### src/rtl/cache_fill_ctrl_pkg.sv
// Shared constants and state encoding for the cache lookup/line-fill sequencer.
package cache_fill_ctrl_pkg;

  localparam int DATA_WIDTH = 8;
  localparam int ADDR_BITS  = 15;
  localparam int LINE_BITS  = 5;
  localparam int BANK_BITS  = 2;
  localparam int TAG_LSB    = LINE_BITS + BANK_BITS;
  localparam int TAG_BITS   = ADDR_BITS - TAG_LSB;
  localparam int NUM_BANKS  = 1 << BANK_BITS;

  typedef enum logic [1:0] {
    IDLE   = 2'd0,
    FILL   = 2'd1,
    COMMIT = 2'd2
  } fillState_e;

endpackage

### src/rtl/cache_tag_store.sv
// Per-bank tag and valid registers for the direct-mapped cache.
// Provides one compare port, one tag write port, a single-bank clear and a clear-all.
module cache_tag_store
  import cache_fill_ctrl_pkg::*;
#(
  parameter int bank_bits = BANK_BITS,
  parameter int tag_bits  = TAG_BITS
) (
  input  logic                 clk_i,
  input  logic                 reset_i,
  input  logic [bank_bits-1:0] lookupBank_i,
  input  logic [tag_bits-1:0]  lookupTag_i,
  output logic                 hit_o,
  input  logic                 clearBankEn_i,
  input  logic [bank_bits-1:0] clearBank_i,
  input  logic                 clearAll_i,
  input  logic                 writeEn_i,
  input  logic [bank_bits-1:0] writeBank_i,
  input  logic [tag_bits-1:0]  writeTag_i,
  input  logic                 writeValid_i
);

  localparam int NB = 1 << bank_bits;

  logic [NB-1:0]               valid_q, valid_d;
  logic [NB-1:0][tag_bits-1:0] tag_q, tag_d;

  assign hit_o = valid_q[lookupBank_i] && (tag_q[lookupBank_i] == lookupTag_i);

  // Clears are applied before the write so a commit can still mark its own line valid.
  always_comb begin
    valid_d = valid_q;
    tag_d   = tag_q;
    if (clearAll_i) begin
      valid_d = '0;
    end
    if (clearBankEn_i) begin
      valid_d[clearBank_i] = 1'b0;
    end
    if (writeEn_i) begin
      tag_d[writeBank_i] = writeTag_i;
      if (writeValid_i) begin
        valid_d[writeBank_i] = 1'b1;
      end
    end
  end

  always_ff @(posedge clk_i or negedge reset_i) begin
    if (!reset_i) begin
      valid_q <= '0;
      tag_q   <= '0;
    end else begin
      valid_q <= valid_d;
      tag_q   <= tag_d;
    end
  end

endmodule

### src/rtl/cache_fill_ctrl.sv
// Lookup and line-fill sequencer: answers hits from the tag store and, on a miss,
// bursts a full line from external SRAM into the cache RAM before committing the tag.
module cache_fill_ctrl
  import cache_fill_ctrl_pkg::*;
#(
  parameter int data_width         = DATA_WIDTH,
  parameter int address_depth_bits = ADDR_BITS,
  parameter int line_bits          = LINE_BITS,
  parameter int bank_bits          = BANK_BITS
) (
  input  logic                          clk_i,
  input  logic                          reset_i,
  input  logic                          req_valid_i,
  input  logic [address_depth_bits-1:0] req_address_i,
  output logic                          req_ready_o,
  output logic [address_depth_bits-1:0] rd_address_o,
  input  logic                          invalidate_i,
  output logic                          busy_o,
  output logic                          mem_req_o,
  output logic [address_depth_bits-1:0] mem_address_o,
  input  logic                          mem_ack_i,
  input  logic [data_width-1:0]         mem_data_i,
  output logic [bank_bits-1:0]          bank_i_select_o,
  output logic                          bank_enable_o,
  output logic [line_bits-1:0]          write_address_o,
  output logic [data_width-1:0]         write_data_o
);

  localparam int TagBits = address_depth_bits - line_bits - bank_bits;
  localparam int TagLsb  = line_bits + bank_bits;

  fillState_e                state_q, state_d;
  logic [line_bits-1:0]      beat_q, beat_d;
  logic [bank_bits-1:0]      fillBank_q, fillBank_d;
  logic [TagBits-1:0]        fillTag_q, fillTag_d;
  logic                      invPend_q, invPend_d;
  logic                      memReq_q, memReq_d;
  logic [address_depth_bits-1:0] memAddr_q, memAddr_d;
  logic [bank_bits-1:0]      bankSel_q, bankSel_d;
  logic                      bankEn_q, bankEn_d;
  logic [line_bits-1:0]      wrAddr_q, wrAddr_d;
  logic [data_width-1:0]     wrData_q, wrData_d;

  logic [bank_bits-1:0] reqBank;
  logic [TagBits-1:0]   reqTag;
  logic                 hit;
  logic                 ackFire;
  logic                 clearAll;
  logic                 clearBankEn;
  logic                 tagWrite;
  logic                 tagWriteValid;

  assign reqBank = req_address_i[TagLsb-1:line_bits];
  assign reqTag  = req_address_i[address_depth_bits-1:TagLsb];
  assign ackFire = mem_ack_i && memReq_q;

  cache_tag_store #(
    .bank_bits(bank_bits),
    .tag_bits (TagBits)
  ) u_tags (
    .clk_i        (clk_i),
    .reset_i      (reset_i),
    .lookupBank_i (reqBank),
    .lookupTag_i  (reqTag),
    .hit_o        (hit),
    .clearBankEn_i(clearBankEn),
    .clearBank_i  (reqBank),
    .clearAll_i   (clearAll),
    .writeEn_i    (tagWrite),
    .writeBank_i  (fillBank_q),
    .writeTag_i   (fillTag_q),
    .writeValid_i (tagWriteValid)
  );

  assign req_ready_o     = (state_q == IDLE) && req_valid_i && hit;
  assign rd_address_o    = req_address_i;
  assign busy_o          = (state_q != IDLE);
  assign mem_req_o       = memReq_q;
  assign mem_address_o   = memAddr_q;
  assign bank_i_select_o = bankSel_q;
  assign bank_enable_o   = bankEn_q;
  assign write_address_o = wrAddr_q;
  assign write_data_o    = wrData_q;

  always_comb begin
    state_d       = state_q;
    beat_d        = beat_q;
    fillBank_d    = fillBank_q;
    fillTag_d     = fillTag_q;
    invPend_d     = invPend_q;
    memReq_d      = memReq_q;
    memAddr_d     = memAddr_q;
    bankSel_d     = bankSel_q;
    bankEn_d      = 1'b0;
    wrAddr_d      = wrAddr_q;
    wrData_d      = wrData_q;
    clearAll      = 1'b0;
    clearBankEn   = 1'b0;
    tagWrite      = 1'b0;
    tagWriteValid = 1'b0;

    unique case (state_q)
      IDLE: begin
        clearAll = invalidate_i;
        // Dropping the bank's valid bit on entry keeps a half-written line from ever hitting.
        if (req_valid_i && !hit) begin
          fillBank_d  = reqBank;
          fillTag_d   = reqTag;
          beat_d      = '0;
          invPend_d   = 1'b0;
          memReq_d    = 1'b1;
          memAddr_d   = {reqTag, reqBank, {line_bits{1'b0}}};
          clearBankEn = 1'b1;
          state_d     = FILL;
        end
      end
      FILL: begin
        if (invalidate_i) begin
          invPend_d = 1'b1;
        end
        if (ackFire) begin
          wrData_d  = mem_data_i;
          wrAddr_d  = beat_q;
          bankSel_d = fillBank_q;
          bankEn_d  = 1'b1;
          beat_d    = beat_q + 1'b1;
          if (beat_q == '1) begin
            memReq_d = 1'b0;
            state_d  = COMMIT;
          end else begin
            memAddr_d = memAddr_q + 1'b1;
          end
        end
      end
      COMMIT: begin
        // An invalidate seen during the burst (or right now) wins over the fresh line.
        tagWrite      = 1'b1;
        tagWriteValid = !(invPend_q || invalidate_i);
        clearAll      = invPend_q || invalidate_i;
        invPend_d     = 1'b0;
        state_d       = IDLE;
      end
      default: state_d = IDLE;
    endcase
  end

  always_ff @(posedge clk_i or negedge reset_i) begin
    if (!reset_i) begin
      state_q    <= IDLE;
      beat_q     <= '0;
      fillBank_q <= '0;
      fillTag_q  <= '0;
      invPend_q  <= 1'b0;
      memReq_q   <= 1'b0;
      memAddr_q  <= '0;
      bankSel_q  <= '0;
      bankEn_q   <= 1'b0;
      wrAddr_q   <= '0;
      wrData_q   <= '0;
    end else begin
      state_q    <= state_d;
      beat_q     <= beat_d;
      fillBank_q <= fillBank_d;
      fillTag_q  <= fillTag_d;
      invPend_q  <= invPend_d;
      memReq_q   <= memReq_d;
      memAddr_q  <= memAddr_d;
      bankSel_q  <= bankSel_d;
      bankEn_q   <= bankEn_d;
      wrAddr_q   <= wrAddr_d;
      wrData_q   <= wrData_d;
    end
  end

endmodule
### config.mk
export PLATFORM = sky130hd
export DESIGN_NAME = cache_fill_ctrl
export DESIGN_NICKNAME = d
export VERILOG_FILES = /design/src/rtl/cache_fill_ctrl_pkg.sv /design/src/rtl/cache_tag_store.sv /design/src/rtl/cache_fill_ctrl.sv
export SDC_FILE = /design/constraint.sdc
export NUM_CORES = 1
export LEC_CHECK = 0
export CAP_MARGIN = 0
export CELL_PAD_IN_SITES_DETAIL_PLACEMENT = 1
export CELL_PAD_IN_SITES_GLOBAL_PLACEMENT = 1
export CORE_MARGIN = 5
export CORE_UTILIZATION = 41
export DETAILED_ROUTE_END_ITERATION = 6
export PLACE_DENSITY = 0.83
export SLEW_MARGIN = 20
export SYNTH_ARGS = -nofsm -noshare
export SYNTH_HDL_FRONTEND = slang
export SYNTH_SLANG_ARGS = --single-unit
### constraint.sdc
create_clock -name clk_i -period 4.05 [get_ports clk_i]
set_input_delay 1.215 -clock clk_i [delete_from_list [all_inputs] [get_ports clk_i]]
set_output_delay 1.215 -clock clk_i [all_outputs]
set_load 0.03 [all_outputs]
==> results.toml <==
[placement]
place.gp.congestion = 0.7879
hpwlAfterDp_mm = 8.255
port_buffers = 66
post-place-cells = 577

[synth]
async_reset_ff_share_pct = 100.0
synth.yosys.warnings = 0
synth_area_per_cell_um2 = 10.98
yosys_most_used_dff = "sky130_fd_sc_hd__dfrtp_1"
synth.top_cells.by_area = "sky130_fd_sc_hd__dfrtp_1 51%, sky130_fd_sc_hd__mux2_2 9.5%, sky130_fd_sc_hd__nand2_1 5.3%"
area_of_the_mapped_netlist_um2 = 4260
synth_nets = 419
synth_top_area_cell = "sky130_fd_sc_hd__dfrtp_1"
synth_cell_types = 41
syn-instance-count = 388
yosys.area.top_type_share_pct = 50.51
synth_enable_flop_cells = 0
ys_seq_area_share_pct = 50.51
synth-seq-cells = 86

[grt]
grt_pass1_wl_mm = 18.92
initial_antenna_violation_count = 0
grt_start_max_net_pins = 87
vias_in_the_first_global_route = 3490
track_usage_pct = 18.90
grt_overflow = 0

[detailed_routing]
via_count = 3242
detail_route.drc_violations = 0
antenna_violating_nets_post_route = 0
avgRoutedWirePerCell_um = 20.33
drt_iter0_markers = 153
mean_number_of_vias_per_cell = 5.440
route.final.wire_length_mm = 12.12
detailedRoute.firstPassIterationCount = 4

[layout]
layout_common_cells = "86 x sky130_fd_sc_hd__dfrtp_1, 59 x sky130_fd_sc_hd__nand2_1, 59 x sky130_fd_sc_hd__clkdlybuf4s50_1, 36 x sky130_fd_sc_hd__mux2_2, 27 x sky130_fd_sc_hd__o21ai_0"
final_cells = 596
final_common_cell = "sky130_fd_sc_hd__dfrtp_1"
area.growth.synth_to_final_pct = 25.52
final_net_count = 486
drive_above_1_share_pct = 24.35
layout.core_utilization_pct = 52.27
number_of_inserted_filler_cells_in_the_final_layout = 1116
antennaDiodeCount = 0

[floorplan]
number_of_core_rows = 37
initial_core_utilization_pct = 41.64
core_area_um2 = 10230
floorplan.die.height_um = 111.9
chipWidth_um = 111.9
dieArea_um2 = 12530
floorplan.io_pins = 77

[timing]
finalCritPeriodShare_pct = 100.8
timing_max_transition_violations_final = 0
maximum_clock_frequency_mhz = 245.0
layout_setup_ws_ps = -31.04
worst_pin_slew_ps = 1017
report.final.hold_viol_count = 0
min_period_ps = 4081
finalSetupViolations = 1
worst_slew_margin_rel_pct = 31.93
fin_skew_ps = 15.52

[pwr]
worst_ir_drop_vdd_v = 0.0001841
power.static_leakage_nw = 2.428
powerDensity_nw_per_um2 = 489.7
totalPowerFinal_mw = 2.619

[critical_path]
crit_path_dat_ps = 2870
cp-startpoint = "req_address_i[9]"
setup.reg_to_reg.worst_slack_ps = 1520
worstSetupStartpointType = "input pin"
crit_slowest_cell = "sky130_fd_sc_hd__clkdlybuf4s50_1"
crit_top_cell = "sky130_fd_sc_hd__buf_6"
cp.buffers_inverters = 3
setup.worst_path.end = "req_ready_o"
crit-reg2reg-launch = "state_q[0]$_DFFE_PN0P_"
path_delay_family = "buffers and inverters"
reg2reg_depth = 7
cp-end-kind = "output port"
path_cells = "clkdlybuf4s50_1 -> buf_6 -> xor2_1 -> o211ai_1 -> nor3_2 -> nand2_2 -> nor2_4 -> buf_6"
r2r_end = "mem_address_o[13]$_DFFE_PN0P_"
cp_slowest_stage_delay_ps = 550
worst-path-max-fanout = 5
critPathRequiredTime_ps = 2830
path_class = "in2out"
timing.critical_path.depth = 8

[cts]
clkTransAtPathRegs_ps = 90
numClockSinks = 86
tritoncts = "yes"
clock_latency_at_the_later_pin_of_the_worst_skew_pair_ps = 370
tritoncts.num_buffers = 9
maximum_buffer_depth_of_the_clock_tree = 2
clock-root-buffer = "sky130_fd_sc_hd__clkbuf_8"
cts_max_level = 3
postCtsHoldBufs = 0

[run_status]
status = "finished with violations"
failed_checks = "negative setup slack"

[min_path]
min_path_cells = 2
worstHoldPathType = "reg2reg"

[flow_run]
cap_viol_max_count = 0
## worst min-delay path, cell delays in order, from the launching register on
cell and delay (ps):
sky130_fd_sc_hd__dfrtp_1 350, sky130_fd_sc_hd__nand2_1 50, sky130_fd_sc_hd__nand2_1 60
## cell usage after synthesis, types with 2 or more instances
cell and n:
sky130_fd_sc_hd__buf_6 3, sky130_fd_sc_hd__dfrtp_1 86, sky130_fd_sc_hd__o21ai_0 27, sky130_fd_sc_hd__and4_1 2, sky130_fd_sc_hd__xnor2_1 3, sky130_fd_sc_hd__mux2i_1 5, sky130_fd_sc_hd__mux2_4 7, sky130_fd_sc_hd__inv_1 9
sky130_fd_sc_hd__a22oi_1 4, sky130_fd_sc_hd__nand3_1 12, sky130_fd_sc_hd__and3_1 4, sky130_fd_sc_hd__a21o_1 11, sky130_fd_sc_hd__mux4_2 6, sky130_fd_sc_hd__buf_2 3, sky130_fd_sc_hd__nand2b_1 2, sky130_fd_sc_hd__a21oi_1 8
sky130_fd_sc_hd__ha_1 3, sky130_fd_sc_hd__clkbuf_1 16, sky130_fd_sc_hd__a2bb2oi_1 10, sky130_fd_sc_hd__nor2_1 18, sky130_fd_sc_hd__mux2_2 36, sky130_fd_sc_hd__nand4_1 5, sky130_fd_sc_hd__nand2_1 60, sky130_fd_sc_hd__a31oi_1 7
sky130_fd_sc_hd__buf_4 15, sky130_fd_sc_hd__xor2_1 10, sky130_fd_sc_hd__o211ai_1 2
## final cells by class
| class | count | area [um2] | area share, % |
|---|---|---|---|
| clock inverter | 7 | 57.56 | 1.076 |
| inverter | 9 | 33.78 | 0.6317 |
| clock buffer | 9 | 123.9 | 2.316 |
| timing repair buffer | 93 | 917.1 | 17.15 |
| multi-input combinational | 256 | 1893 | 35.40 |
| tap | 136 | 170.2 | 3.182 |
| sequential | 86 | 2152 | 40.24 |
## power breakdown
group | switching, mW | internal, mW | leakage (nW) | total (mW)
sequential | 0.184 | 1.01 | 1.09 | 1.20
combinational | 0.473 | 0.384 | 1.26 | 0.857
clock | 0.338 | 0.229 | 0.0824 | 0.567
## state kept, by name, indices dropped and copies added, names as in the netlist
name	flops
mem_address_o	15
fillBank_q	2
write_address_o	5
beat_q	5
write_data_o	8
mem_req_o	1
bank_i_select_o	2
state_q	2
fillTag_q	8
u_tags.valid_q	4
u_tags.tag_q	32
invPend_q	1
bank_enable_o	1
## cell families (layout without fill, tap and decap cells)
logic type / count (synthesis) / count (layout) / synth area share (%)
mux: 54 / 54 / 16.33
compound gates: 74 / 74 / 11.37
simple gates: 112 / 112 / 12.25
xor+xnor: 13 / 13 / 2.673
flops: 86 / 86 / 50.51
buf+inv: 46 / 118 / 5.991
fa+ha+maj: 3 / 3 / 0.8812
## stage by stage
step | setup WS [ps] | hold WS, ps | setup TNS [ps] | cell area, um2
after floorplan | 41.34 | 467.3 | 0 | 4268
after global placement | -431.7 | 457.2 | -431.7 | 5072
after detailed placement | -467.3 | 470.1 | -467.3 | 5072
after CTS | -27.64 | 492.9 | -27.64 | 5288
after global routing | -123.4 | 522.1 | -123.4 | 5348
final | -31.04 | 488.3 | -31.04 | 5348
## repair_timing
action                                  in CTS  in global routing
resized for setup                           15                 10
endpoints found under the setup margin       1                  1
setup buffers                                1                  3
pin swaps                                    4                  4
## worst min-delay path by stage
stage	startpoint	to	slack, ps
floorplan	beat_q[4]$_DFFE_PN0P_	write_address_o[4]$_DFFE_PN0P_	470
global placement	write_data_o[0]$_DFFE_PN0P_	write_data_o[0]$_DFFE_PN0P_	460
detailed placement	write_data_o[0]$_DFFE_PN0P_	write_data_o[0]$_DFFE_PN0P_	470
CTS	write_data_o[0]$_DFFE_PN0P_	write_data_o[0]$_DFFE_PN0P_	490
global route	write_data_o[2]$_DFFE_PN0P_	write_data_o[2]$_DFFE_PN0P_	520
finish	write_data_o[0]$_DFFE_PN0P_	write_data_o[0]$_DFFE_PN0P_	490
## per-layer routing
| metal | vias to the layer above | part of all wire [%] | track usage (%) |
|---|---|---|---|
| met1 | 1676 | 43 | 24.90 |
| met4 | 0 | 1.8 | 5.208 |
| met3 | 16 | 4.1 | 3.533 |
| met5 | - | 0 | 0 |
| li1 | 1478 | - | - |
| met2 | 72 | 51 | 32.05 |
No activity file was read; power rests on OpenSTA's default activity.
